**config.mk**
```make
export PLATFORM = sky130hd
export DESIGN_NAME = keypad_scanner
export DESIGN_NICKNAME = d
export VERILOG_FILES = /design/src/rtl/keypad_scanner.sv
export SDC_FILE = /design/constraint.sdc
export NUM_CORES = 1
export LEC_CHECK = 0
export CORE_MARGIN = 2
export CORE_UTILIZATION = 35
export CTS_BUF_LIST = sky130_fd_sc_hd__clkbuf_16
export DETAILED_ROUTE_END_ITERATION = 6
export PLACE_DENSITY = 0.63
export SLEW_MARGIN = 15
export SYNTH_ARGS = -nofsm -noshare
export SYNTH_HDL_FRONTEND = slang
export SYNTH_SLANG_ARGS = --single-unit
```
**constraint.sdc**
```tcl
create_clock -name clk -period 3.8 [get_ports clk]
set_input_delay 0.38 -clock clk [delete_from_list [all_inputs] [get_ports clk]]
set_output_delay 0.38 -clock clk [all_outputs]
set_load 0.03 [all_outputs]
```
**src/rtl/keypad_scanner.sv**
```systemverilog
// rtl/keypad_scanner.sv - 4x4 matrix keypad column scanner with raw key detect
//
// Drives one keypad column low at a time, waits SETTLE_CYCLES for the lines
// to settle, samples the synchronized rows and locks onto the first key seen.
// No debouncing: release is reported as soon as the held row reads high.
//
// Ports:
//   clk          system clock
//   reset        asynchronous, active-low reset
//   rows[3:0]    keypad row lines, active-low, asynchronous to clk
//   cols[3:0]    column drive, one-hot-low
//   key_code     code of the held key, kept after release
//   key_pressed  high while a key is locked and still detected

module keypad_scanner #(
    parameter int SETTLE_CYCLES = 16,
    parameter int CNT_W         = 8
) (
    input  logic       clk,
    input  logic       reset,
    input  logic [3:0] rows,
    output logic [3:0] cols,
    output logic [3:0] key_code,
    output logic       key_pressed
);

    // One-hot state encoding so the two unused codes are detectable.
    typedef enum logic [1:0] {
        S_SCAN = 2'b01,
        S_HOLD = 2'b10
    } state_t;

    localparam logic [CNT_W-1:0] LP_CNT_LAST = CNT_W'(SETTLE_CYCLES - 1);

    state_t           r_state;
    logic [3:0]       r_rows_meta;
    logic [3:0]       r_rows_s;
    logic [1:0]       r_col_idx;
    logic [3:0]       r_cols;
    logic [CNT_W-1:0] r_cnt;
    logic [1:0]       r_held_row;
    logic [3:0]       r_key_code;
    logic             r_key_pressed;

    logic             w_any_low;
    logic [1:0]       w_low_row;
    logic [1:0]       w_col_next;
    logic [3:0]       w_cols_next;

    function automatic logic [3:0] f_key_map(input logic [1:0] row, input logic [1:0] col);
        logic [3:0] code;
        case ({row, col})
            4'b00_00: code = 4'h1;
            4'b00_01: code = 4'h2;
            4'b00_10: code = 4'h3;
            4'b00_11: code = 4'hA;
            4'b01_00: code = 4'h4;
            4'b01_01: code = 4'h5;
            4'b01_10: code = 4'h6;
            4'b01_11: code = 4'hB;
            4'b10_00: code = 4'h7;
            4'b10_01: code = 4'h8;
            4'b10_10: code = 4'h9;
            4'b10_11: code = 4'hC;
            4'b11_00: code = 4'hE;   // '*'
            4'b11_01: code = 4'h0;
            4'b11_10: code = 4'hF;   // '#'
            default:  code = 4'hD;   // row 3, col 3
        endcase
        return code;
    endfunction

    assign w_any_low   = (r_rows_s != 4'hF);
    assign w_col_next  = r_col_idx + 2'd1;   // natural 2-bit wrap 3 -> 0
    assign w_cols_next = ~(4'b0001 << w_col_next);

    // Lowest-index low row wins when several keys share the sampled column.
    always_comb begin
        w_low_row = 2'd3;
        if (!r_rows_s[0])      w_low_row = 2'd0;
        else if (!r_rows_s[1]) w_low_row = 2'd1;
        else if (!r_rows_s[2]) w_low_row = 2'd2;
    end

    // Two-flop synchronizer; idle value is all rows released.
    always_ff @(posedge clk or negedge reset) begin
        if (!reset) begin
            r_rows_meta <= 4'hF;
            r_rows_s    <= 4'hF;
        end else begin
            r_rows_meta <= rows;
            r_rows_s    <= r_rows_meta;
        end
    end

    always_ff @(posedge clk or negedge reset) begin
        if (!reset) begin
            r_state       <= S_SCAN;
            r_col_idx     <= 2'd0;
            r_cols        <= 4'b1110;
            r_cnt         <= '0;
            r_held_row    <= 2'd0;
            r_key_code    <= 4'h0;
            r_key_pressed <= 1'b0;
        end else begin
            case (r_state)
                S_SCAN: begin
                    if (r_cnt != LP_CNT_LAST) begin
                        r_cnt <= r_cnt + 1'b1;
                    end else begin
                        r_cnt <= '0;
                        if (w_any_low) begin
                            r_state       <= S_HOLD;
                            r_held_row    <= w_low_row;
                            r_key_code    <= f_key_map(w_low_row, r_col_idx);
                            r_key_pressed <= 1'b1;
                        end else begin
                            r_col_idx <= w_col_next;
                            r_cols    <= w_cols_next;
                        end
                    end
                end
                S_HOLD: begin
                    // Column stays frozen; only the locked row is watched.
                    if (r_rows_s[r_held_row]) begin
                        r_state       <= S_SCAN;
                        r_key_pressed <= 1'b0;
                        r_col_idx     <= w_col_next;
                        r_cols        <= w_cols_next;
                        r_cnt         <= '0;
                    end else begin
                        r_key_pressed <= 1'b1;
                    end
                end
                default: begin
                    r_state       <= S_SCAN;
                    r_col_idx     <= 2'd0;
                    r_cols        <= 4'b1110;
                    r_cnt         <= '0;
                    r_key_pressed <= 1'b0;
                end
            endcase
        end
    end

    assign cols        = r_cols;
    assign key_code    = r_key_code;
    assign key_pressed = r_key_pressed;

endmodule

```
# Yosys cells after proc, flatten, opt, wreduce, memory -nomap -nowiden
# Memory sizes are Yosys's and may differ from the RTL's. A register that Yosys moved wholly into a read port is not among the register bits.
# Cells that the tools add are included.
# word_totals
ff_bits	27
mem_bits_ro	64
elab_cells	52
n_memories	1
# memory_table
memory	words	width	rd	rd_ports_with_merged_regs	write_ports	line	text
(no name shown)	16	4	1	1	0	52	case ({row, col})
# classes
n_addsub	2
n_lt_le_gt_ge	1
n_eq_ne	8
shift	1
mux	24
bitwise	2
reduce_logical	5
# ops
operator	count
$mux W2	8
$mux W8	2
$pmux W8 S2	1
$mux W4	3
$reduce_and A3 Y1	3
$add A8 B1 Y8 const B	1
$ne A2 B2 Y1 const B	4
$ne A8 B4 Y1 const B	1
$pmux W2 S2	2
$pmux W4 S2	1
$mux W1	5
$ne A4 B4 Y1 const B	1
$not A4 Y4	1
$shl A1 B2 Y4 const A	1
$lt A2 B3 Y1 const B	1
$add A2 B1 Y2 const B	1
$bmux W1 S2	1
$eq A2 B1 Y1 const B	1
$eq A2 B2 Y1 const B	1
$pmux W1 S2	1
$reduce_and A2 Y1	1
$logic_not A1 Y1	1
$not A1 Y1	1

# Depth between registers and ports, before layout
# depth
depth_word	6
ltp_mapped	7
mapped_depth_nobuf	6

# Worst setup path before layout
# Ideal clock, no wire load.
# synth_path
path_kind	register -> register
start	register r_state[0]
end	register r_key_code[1] (netlist: key_code[1])
t_arrival_ns	1.568
path_slack_ns	2.105
path_stages_with_launch	7
path_buffers	2
period_less_slack_ns	1.695
path_cell_list	dfstp_2 ha_1 clkbuf_1 nand4_1 buf_2 a211oi_1 a21oi_1
# synth_between
elab_chain_cells	2
# synth_rtl
item	line	text
start: declaration	35	state_t r_state;
start signal: assignment	98	r_state <= S_SCAN;
start signal: assignment	113	r_state <= S_HOLD;
start signal: assignment	126	r_state <= S_SCAN;
$eq A2 B1 Y1	106	case (r_state)
$reduce_and A3 Y1 (no source line)	-	
end: declaration	42	logic [3:0] r_key_code;
# Every way passes these cells.
# A chain may end at the register's enable or synchronous reset.

# Final worst setup path
# layout_path
start	register r_state[0]
end	register r_key_code[2] (netlist: key_code[2])
# Same word-level chain as after synthesis.

==> impl_metrics.yaml <==
global_route:
  antenna_found_initial: 0
  grtUsageMet1: 0.162
  grt_busiest_layer: "met2"
  grt_pass1_wl_um: 5110
  grtUsageTotal: 0.130
  grt_overflow: 0
  first_global_vias: 1130
  grt_max_degree: 26
  grt_use_met2: 0.202
  use_met3: 0.0394
floorplan:
  fp.coreArea_sq_um: 4380
  die_w_um: 71.6
  initial_core_util: 0.364
  io_pins: 15
  die_area_sq_um: 5120
  die_h_um: 71.6
  rows: 24
setup_path:
  required_ns: 4.01
  critPathTopFamily: "compound AO/OA/AOI/OAI gates"
  crit_type: "register to register"
  worst_setup_path_end_kind: "register"
  reg2reg_depth: 4
  cp_num_buf_inv: 0
  start_kind: "register"
  critPathLaunch: "r_state[0]"
  path_cells: "ha_1, nand4_1, a211oi_1, a22o_1"
  crit_path_end: "key_code[2]"
  ff2ff_setup_slack_ns: 1.74
  rr_startpoint: "r_state[0]"
  reg2reg_to: "key_code[2]"
  max_stage_delay_ns: 0.54
  cp_slowest_cell: "dfstp_2"
  path_depth: 4
  cp.arrival_ns: 2.28
  critical_path.max_fanout: 13
placed_design:
  io_buffers: 14
  place_hpwl_um: 2120
  dpl_cell_area_sq_um: 1750
  place_ws_ns: 1.79
  placed_cells: 208
  gp_congestion: 0.859
layout:
  fin_cells: 216
  nets: 178
  multi_input_comb_area_sq_um: 719
  fillerInstances: 413
  syn_to_final_growth_pct: 18.2
  postLayoutCoreUtil: 0.431
  seq_area_sq_um: 791
  fin_area_sq_um: 1890
  diodes: 0
  final_common_cell: "dfrtp_1"
  final_cell_mix: "dfrtp_1 (19), nand2_1 (15), o21ai_0 (13), clkdlybuf4s50_1 (13), dfstp_2 (12)"
  drive_gt1_frac: 0.171
yosys:
  synth-edff-count: 0
  ys_warn_count: 0
  ys_ff_latch: 31
  yosysSeqAreaShare: 0.495
  syn_area_sq_um: 1600
  synth.distinct_cells: 42
  synthArstFlopShare: 1.00
  synth_fp_nets: 163
  syn_inst: 148
  post_synth.cell_area_avg_sq_um: 10.8
  ys.flop_type: "dfrtp_1"
timing:
  timing.final.crit_share: 0.543
  setup_violations: 0
  rsz0062_at_grt: "false"
  worst_slew_margin_rel: 0.641
  hold_viol_final: 0
  fmax_ghz: 0.485
  worstMarginPinSlew_ns: 0.538
  min_period_ns: 2.06
  fin_skew_ns: 0.00136
  fin_setup_tns_ns: 0
  setup_ws_ns: 1.74
  drv_slew: 0
cts:
  numCtsBuffers: 5
  cts_sinks: 31
  hold_buffers: 0
  tritoncts: "built"
  cts_setup_buffers: 0
  htree_levels: 2
  clock-root-buffer: "clkbuf_16"
  clk_latency_ns: 0.28
  clkTransAtPathRegs_ns: 0.05
  clock_path_buffers: 2
  ctsResizeCount: 0
route:
  num_vias: 1133
  drt_pre_antenna_iters: 4
  drtIter0Drc: 51
  finalWirelength_um: 2940
  drcViolationCount: 0
  wire_per_inst_um: 13.6
  drt-vias-per-instance: 5.25
  ant_nets: 0
pwr:
  clockPowerShare: 0.285
  max-vdd-ir-drop_uv: 345
  p_leak_nw: 0.801
  p_int_mw: 0.869
  switching_power_mw: 0.466
  combPwrFrac: 0.333
  switching_share: 0.349
  power_density_nw_per_um2: 706
  seqPwrFrac: 0.382
outcome:
  outcome: "finished, final reports clean"
run:
  drv_cap: 0
hold_path:
  worstHoldPathType: "primary input to async pin"
==> cells by family after synthesis <==
| kind of cell | count (synthesis) | share of synthesized area |
|---|---|---|
| and+or+nand+nor | 48 | 0.162 |
| AOI/OAI and AO/OA | 44 | 0.197 |
| adders and majority gates | 9 | 0.0705 |
| DFF | 31 | 0.495 |
| muxes | 2 | 0.0204 |
| buffers and inverters | 14 | 0.0548 |
==> synthesized netlist by cell type (2+ instances only) <==
master    count  share of area
ha_1          9          0.070
nor3_1        5          0.016
or3_1         2         0.0078
a211oi_1      3          0.014
a41oi_1       3          0.016
nand4b_1      2          0.011
nand2_1      15          0.035
o21ai_0      13          0.041
a21oi_1       6          0.019
a22o_1        7          0.038
buf_6         4          0.028
dfstp_2      12           0.20
nand4_1       2         0.0078
or2b_1        2         0.0094
nand3_1       6          0.019
inv_1         7          0.016
dfrtp_1      19           0.30
nor2_1        7          0.016
==> through the flow <==
stage / power [mW] / hold slack, ns
2_1_floorplan: 0.812 / 0.0844
3_3_place_gp: 0.953 / 0.347
3_5_place_dp: 0.962 / 0.347
4_1_cts: 1.35 / 0.355
5_1_grt: 1.42 / 0.134
6_report: 1.33 / 0.0829
==> worst min path at each step <==
| stage | to | slack, ns | cells after the start |
|---|---|---|---|
| floorplan | cols[0] | 0.08 | 0 |
| global placement | r_rows_s[3] | 0.35 | 0 |
| detailed placement | r_rows_s[3] | 0.35 | 0 |
| CTS | r_rows_s[3] | 0.35 | 0 |
| global route | r_col_idx[1] | 0.13 | 1 |
| finish | r_cnt[5] | 0.08 | 1 |
==> layer usage <==
| layer | routed length [um] | vias up |
|---|---|---|
| met4 | 63 | 0 |
| li1 | - | 571 |
| met5 | 0 | - |
| met3 | 103 | 7 |
| met2 | 1420 | 19 |
| met1 | 1360 | 536 |
==> final cells by class <==
type	instances	share of cell area
sequential	31	0.419
tap	52	0.0344
multi-input combinational	103	0.381
clock buffer	5	0.0662
timing repair buffer	15	0.0755
clock inverter	3	0.0106
inverter	7	0.0139
==> sequential cells by signal (all words and copies together) (netlist names) <==
signal	cells
r_state	2
key_code	4
r_held_row	2
r_cnt	8
key_pressed	1
cols	4
r_col_idx	2
r_rows_meta	4
r_rows_s	4
==> worst register-to-register path, stage by stage, from the launching register on <==
cell and delay (ns):
dfstp_2 0.54, ha_1 0.39, nand4_1 0.49, a211oi_1 0.40, a22o_1 0.18
==> power groups by stage <==
| stage | registers (mW) | clock network (mW) | logic [mW] |
|---|---|---|---|
| 2_1_floorplan | 0.573 | 0 | 0.239 |
| 3_3_place_gp | 0.511 | 0 | 0.442 |
| 3_5_place_dp | 0.514 | 0 | 0.448 |
| 4_1_cts | 0.510 | 0.393 | 0.451 |
| 5_1_grt | 0.525 | 0.405 | 0.491 |
| 6_report | 0.510 | 0.380 | 0.445 |
Power figures use the tool's default switching activity.
